### config.mk
export PLATFORM = sky130hd
export DESIGN_NAME = pc_sequencer
export DESIGN_NICKNAME = d
export VERILOG_FILES = /design/src/rtl/pc_sequencer.sv
export SDC_FILE = /design/constraint.sdc
export NUM_CORES = 1
export LEC_CHECK = 0
export BUFFER_PORTS_ARGS = -buffer_cell sky130_fd_sc_hd__buf_2
export CAP_MARGIN = 10
export CORE_UTILIZATION = 49
export CTS_BUF_LIST = sky130_fd_sc_hd__clkbuf_16
export CTS_CLUSTER_DIAMETER = 150
export DETAILED_ROUTE_END_ITERATION = 10
export GPL_TIMING_DRIVEN = 0
export PLACE_DENSITY = 0.75
export SLEW_MARGIN = 10
export SYNTH_ARGS = -nofsm -noshare
export SYNTH_HDL_FRONTEND = slang
export SYNTH_SLANG_ARGS = --single-unit
### constraint.sdc
create_clock -name clk -period 2.3 [get_ports clk]
set_clock_uncertainty 0.2 [all_clocks]
set_input_delay 0.23 -clock clk [delete_from_list [all_inputs] [get_ports clk]]
set_output_delay 0.23 -clock clk [all_outputs]
set_load 0.01 [all_outputs]
### src/rtl/pc_sequencer.sv
// pc_sequencer: parametrised program-counter sequencer for the instruction-fetch
// front end. Runs at a slow or fast rate using a synchronous tick-enable divider,
// supports single-step, stop, datapath halt and a saturating retired counter.
// Optional address breakpoint enabled by defining PC_SEQ_BREAKPOINT_EN.
module pc_sequencer #(
   parameter int unsigned WIDTH    = 8,
   parameter int unsigned DIV_SLOW = 25000000,
   parameter int unsigned DIV_FAST = 250000,
   parameter int unsigned CNT_W    = 16
) (
   input  logic             clk,
   input  logic             rst,        // asynchronous, active-low
   input  logic             run,
   input  logic             speedrun,
   input  logic             stop,
   input  logic             step_req,
   input  logic             halt,
   input  logic [WIDTH-1:0] step,
   input  logic             load_en,
   input  logic [WIDTH-1:0] load_value,
   input  logic             bp_en,
   input  logic [WIDTH-1:0] bp_addr,
   output logic [WIDTH-1:0] pc,
   output logic             tick,
   output logic             running,
   output logic             fast,
   output logic             bp_hit,
   output logic [CNT_W-1:0] retired
);

   localparam int unsigned DIV_MAX = (DIV_SLOW > DIV_FAST) ? DIV_SLOW : DIV_FAST;
   localparam int unsigned DIV_W   = (DIV_MAX > 1) ? $clog2(DIV_MAX) : 1;
   localparam logic [DIV_W-1:0] SLOW_LAST = DIV_W'(DIV_SLOW - 1);
   localparam logic [DIV_W-1:0] FAST_LAST = DIV_W'(DIV_FAST - 1);

   typedef enum logic [1:0] {
      ST_IDLE  = 2'd0,
      ST_RUN   = 2'd1,
      ST_BREAK = 2'd2
   } state_t;

   state_t           state_q, state_d;
   logic [DIV_W-1:0] div_q, div_d;
   logic             fast_q, fast_d;
   logic [WIDTH-1:0] pc_q, pc_d;
   logic [CNT_W-1:0] retired_q, retired_d;
   logic             tick_q, tick_d;
   logic             adv_c;
   logic             bp_match_c;
   logic [DIV_W-1:0] div_last_c;

`ifdef PC_SEQ_BREAKPOINT_EN
   logic             skip_q, skip_d;

   // Breakpoint fires on a RUN advance edge unless we are just resuming from it.
   assign bp_match_c = bp_en && (pc_q == bp_addr) && !skip_q;
`else
   logic             bp_unused;

   // Breakpoint inputs have no effect in this build.
   assign bp_unused  = bp_en ^ (^bp_addr);
   assign bp_match_c = 1'b0;
`endif

   assign div_last_c = fast_q ? FAST_LAST : SLOW_LAST;

   // State, divider and rate registers.
   always_ff @(posedge clk or negedge rst) begin
      if (!rst) begin
         state_q <= ST_IDLE;
         div_q   <= '0;
         fast_q  <= 1'b0;
      end else begin
         state_q <= state_d;
         div_q   <= div_d;
         fast_q  <= fast_d;
      end
   end

`ifdef PC_SEQ_BREAKPOINT_EN
   // Resume-skip flag for the breakpoint.
   always_ff @(posedge clk or negedge rst) begin
      if (!rst) begin
         skip_q <= 1'b0;
      end else begin
         skip_q <= skip_d;
      end
   end
`endif

   // Datapath registers: program counter, retired counter and advance strobe.
   always_ff @(posedge clk or negedge rst) begin
      if (!rst) begin
         pc_q      <= '0;
         retired_q <= '0;
         tick_q    <= 1'b0;
      end else begin
         pc_q      <= pc_d;
         retired_q <= retired_d;
         tick_q    <= tick_d;
      end
   end

   // Command decode in priority order, divider and advance decision.
   always_comb begin
      state_d = state_q;
      div_d   = div_q;
      fast_d  = fast_q;
      adv_c   = 1'b0;
`ifdef PC_SEQ_BREAKPOINT_EN
      skip_d  = skip_q;
`endif
      if (stop) begin
         state_d = ST_IDLE;
         div_d   = '0;
`ifdef PC_SEQ_BREAKPOINT_EN
         skip_d  = 1'b0;
`endif
      end else if (speedrun || run) begin
         state_d = ST_RUN;
         fast_d  = speedrun;
         div_d   = '0;
`ifdef PC_SEQ_BREAKPOINT_EN
         if (state_q == ST_BREAK) begin
            skip_d = 1'b1;
         end
`endif
      end else if (step_req && (state_q != ST_RUN)) begin
         // Single step: the step itself is the first advance after any resume.
         adv_c = 1'b1;
`ifdef PC_SEQ_BREAKPOINT_EN
         skip_d = 1'b0;
`endif
      end else if (state_q == ST_RUN) begin
         if (div_q == div_last_c) begin
            div_d = '0;
            if (bp_match_c) begin
               state_d = ST_BREAK;
            end else begin
               adv_c = 1'b1;
`ifdef PC_SEQ_BREAKPOINT_EN
               skip_d = 1'b0;
`endif
               if (halt) begin
                  state_d = ST_IDLE;
               end
            end
         end else begin
            div_d = div_q + DIV_W'(1);
         end
      end
   end

   // Advance effects on pc, retired counter and tick.
   always_comb begin
      pc_d      = pc_q;
      retired_d = retired_q;
      tick_d    = 1'b0;
      if (adv_c) begin
         pc_d   = load_en ? load_value : (pc_q + step);
         tick_d = 1'b1;
         if (retired_q != {CNT_W{1'b1}}) begin
            retired_d = retired_q + CNT_W'(1);
         end
      end
   end

   assign pc      = pc_q;
   assign tick    = tick_q;
   assign retired = retired_q;
   assign fast    = fast_q;
   assign running = (state_q == ST_RUN);
`ifdef PC_SEQ_BREAKPOINT_EN
   assign bp_hit  = (state_q == ST_BREAK);
`else
   assign bp_hit  = 1'b0;
`endif

endmodule

==> flow_metrics.py <==
metrics = {
    "cts": {
        "cts_sinks": 52,
        "cts-buffers-inserted": 5,
        "cts-root-buf": "clkbuf_16",
        "clk_pin_slew_ns": 0.07,
        "clk_latency_ns": 0.29,
        "htreeDepth": 2,
        "cts_tree": "built",
        "clockBufferDepth": 2,
    },
    "die": {
        "die_x_um": 79.5,
        "fp-row-count": 27,
        "start_util_pct": 52.2,
        "die_area_mm2": 0.00632,
        "coreArea_mm2": 0.00564,
        "fp.dieH_um": 79.5,
        "ios": 61,
    },
    "logic_synthesis": {
        "synth-edff-count": 0,
        "yosysWarnings": 0,
        "yosys_register_bits": 52,
        "yosysSeqAreaShare_pct": 44.2,
        "syn_area_mm2": 0.00294,
        "ys.flop_type": "dfrtp_1",
        "syn_inst": 305,
        "syn_nets": 348,
        "synth.avg_cell_area_um2": 9.65,
        "async_flop_share_pct": 100,
        "synth_cell_types": 50,
    },
    "timing": {
        "timing.setup.tns_ns": -5.87,
        "drv_slew": 0,
        "setup_ws_ns": -0.183,
        "finalCriticalPeriod_ns": 2.48,
        "slew_headroom_pct": 55.8,
        "setup_viol": 46,
        "worst_pin_slew_ns": 0.663,
        "fmax_mhz": 403,
        "rsz0062_at_grt": "true",
        "finalHoldViolCount": 0,
        "post-route-period-util_pct": 108,
        "whs_ns": 0.0305,
    },
    "route": {
        "routed_wl_um": 7180,
        "drc_errors": 0,
        "dr.pass1.iters": 4,
        "vias": 2588,
        "wl_per_cell_um": 15.8,
        "ant_nets": 0,
        "drt-initial-drc-count": 130,
        "viasPerCell": 5.70,
    },
    "pwr": {
        "ir_worst_vdd_uv": 505,
        "finalPower_uw": 2510,
        "p_leak_uw": 0.00170,
        "clkPwrFrac_pct": 33.1,
        "p_comb_share_pct": 24.3,
        "swShare_pct": 28.9,
        "p_switching_uw": 727,
        "powerDensity_mw_per_mm2": 653,
        "power.share.sequential_pct": 42.7,
        "p_int_uw": 1790,
    },
    "critical_path": {
        "worstSetupPathType": "register to register",
        "reg2reg_slack_ns": -0.18,
        "endpoint_kind": "register",
        "crit_fanout": 7,
        "r2r_start": "div_q[9]$_DFFE_PN0P_",
        "startpoint": "div_q[9]$_DFFE_PN0P_",
        "required_ns": 2.28,
        "cp.arrival_ns": 2.46,
        "cp-start-kind": "register",
    },
    "cells_and_area": {
        "syn_to_final_growth_pct": 30.6,
        "nets": 424,
        "fill_cells": 416,
        "antenna_cells": 0,
        "drive_gt1_share_pct": 28.8,
        "utilization_pct": 68.2,
    },
    "placed_design": {
        "hpwl_um": 4440,
        "place_congestion": 0.806,
        "port_buffers": 50,
    },
    "global_routing": {
        "overflow": 0,
        "grt_max_degree": 53,
        "antenna_found_initial": 0,
        "grt_use_total_pct": 24.1,
        "grt_pass1_wl_um": 11800,
        "grt_pass1_vias": 2563,
    },
    "hold_path": {
        "hp-class": "primary input to register",
        "hp-start": "speedrun",
    },
    "flow_run": {
        "cap_violations": 0,
    },
    "status": {
        "violations": "setup timing",
        "status": "complete, but fails checks",
    },
}
## power groups by stage
stage               registers, uW  clock network (uW)  logic [uW]
global placement             1080                   0         532
global route                 1080                 881         676
detailed placement           1080                   0         549
floorplan                    1100                   0         338
CTS                          1070                 843         585
finish                       1070                 831         610
## final cells by class
cell class | instances | area, um2 | area share [%]
tap | 72 | 90.1 | 2.34
sequential | 52 | 1300 | 33.8
clock inverter | 3 | 37.5 | 0.976
inverter | 8 | 30.0 | 0.781
timing repair buffer | 69 | 474 | 12.3
buffer | 10 | 93.8 | 2.44
multi-input combinational | 235 | 1690 | 44.0
clock buffer | 5 | 125 | 3.25
## worst paths after layout
check	endpoint	depth (start not counted)
max	retired[12]$_DFFE_PN0P_	7
min	fast$_DFFE_PN0P_	3
max reg2reg	retired[12]$_DFFE_PN0P_	7
min reg2reg	retired[10]$_DFFE_PN0P_	1
max in group asynchronous	div_q[2]$_DFFE_PN0P_	2
min in group asynchronous	div_q[7]$_DFFE_PN0P_	2
## cell usage in the layout, fill, tap and decap left out, types with 6 or more instances in the layout
master,synthesis,layout
buf_6,3,6
buf_8,0,7
inv_1,8,8
o21ai_0,8,6
and3_1,8,8
a21oi_1,9,7
nand2_1,22,18
buf_4,1,9
ha_1,9,9
xnor2_1,19,17
xor2_1,19,19
nor2_1,41,38
buf_2,0,49
nand3_1,21,18
nor3_1,10,9
nand4_1,11,11
dfrtp_1,52,52
## per-layer routing
layer	vias to the layer above	wire, um	GRT usage, %	share of wire (%)
met5	-	0	0	0
met4	0	76	7.27	1.1
met3	8	313	4.91	4.4
met2	72	3730	41.5	52
met1	1275	3060	30.3	43
li1	1233	-	-	-
## flip-flops by register name, indices dropped and copies added (netlist names)
register,cells
div_q,25
pc,8
state_q,1
tick,1
retired,16
fast,1
## cells by family (layout without fill, tap and decap cells)
logic type                 Yosys count  count (layout)  synth area share, %
xor gates and xnor gates            38              38                 11.3
DFF                                 52              52                 44.2
and+or+nand+nor                    145             145                 26.1
AOI/OAI and AO/OA                   36              36                 8.71
other                                1               1                0.127
buffers and inverters               18              95                 3.19
muxes                                5               5                 1.87
adders and majority gates           10              10                 4.50
## synth_stat cells (6+ instances only)
| cell | count | area, um2 |
|---|---|---|
| and3_1 | 8 | 50.1 |
| nand3_1 | 21 | 105 |
| o21ai_0 | 8 | 40.0 |
| a21oi_1 | 9 | 45.0 |
| nand4_1 | 11 | 68.8 |
| xor2_1 | 19 | 166 |
| xnor2_1 | 19 | 166 |
| nor3_1 | 10 | 50.1 |
| clkbuf_1 | 6 | 22.5 |
| ha_1 | 9 | 113 |
| inv_1 | 8 | 30.0 |
| nand2_1 | 22 | 82.6 |
| nor2_1 | 41 | 154 |
| dfrtp_1 | 52 | 1300 |
## critical path, stage by stage (launching register included)
cell	delay, ns
dfrtp_1	0.40
or4_4	0.55
nor4_4	0.19
o221ai_4	0.17
o31ai_4	0.25
buf_12	0.17
nand4_1	0.12
mux2_1	0.32
## metrics by stage
| stage | cells | worst slack, ns | area [um2] |
|---|---|---|---|
| finish | 454 | -0.183 | 3850 |
| global route | 454 | -0.314 | 3850 |
| CTS | 449 | -0.225 | 3770 |
| detailed placement | 427 | -0.432 | 3320 |
| global placement | 427 | -0.397 | 3320 |
| floorplan | 305 | -0.161 | 2980 |
## repair_timing
item / in CTS / in global routing
resized for setup: 25 / 18
gates cloned: 4 / 0
setup buffers: 9 / 7
endpoints found under the setup margin: 45 / 50
endpoints found under the hold margin: 2 / 52
hold buffers: 1 / 1
pin swaps: 9 / 5
Note: power is estimated with default switching activity, not from simulation.
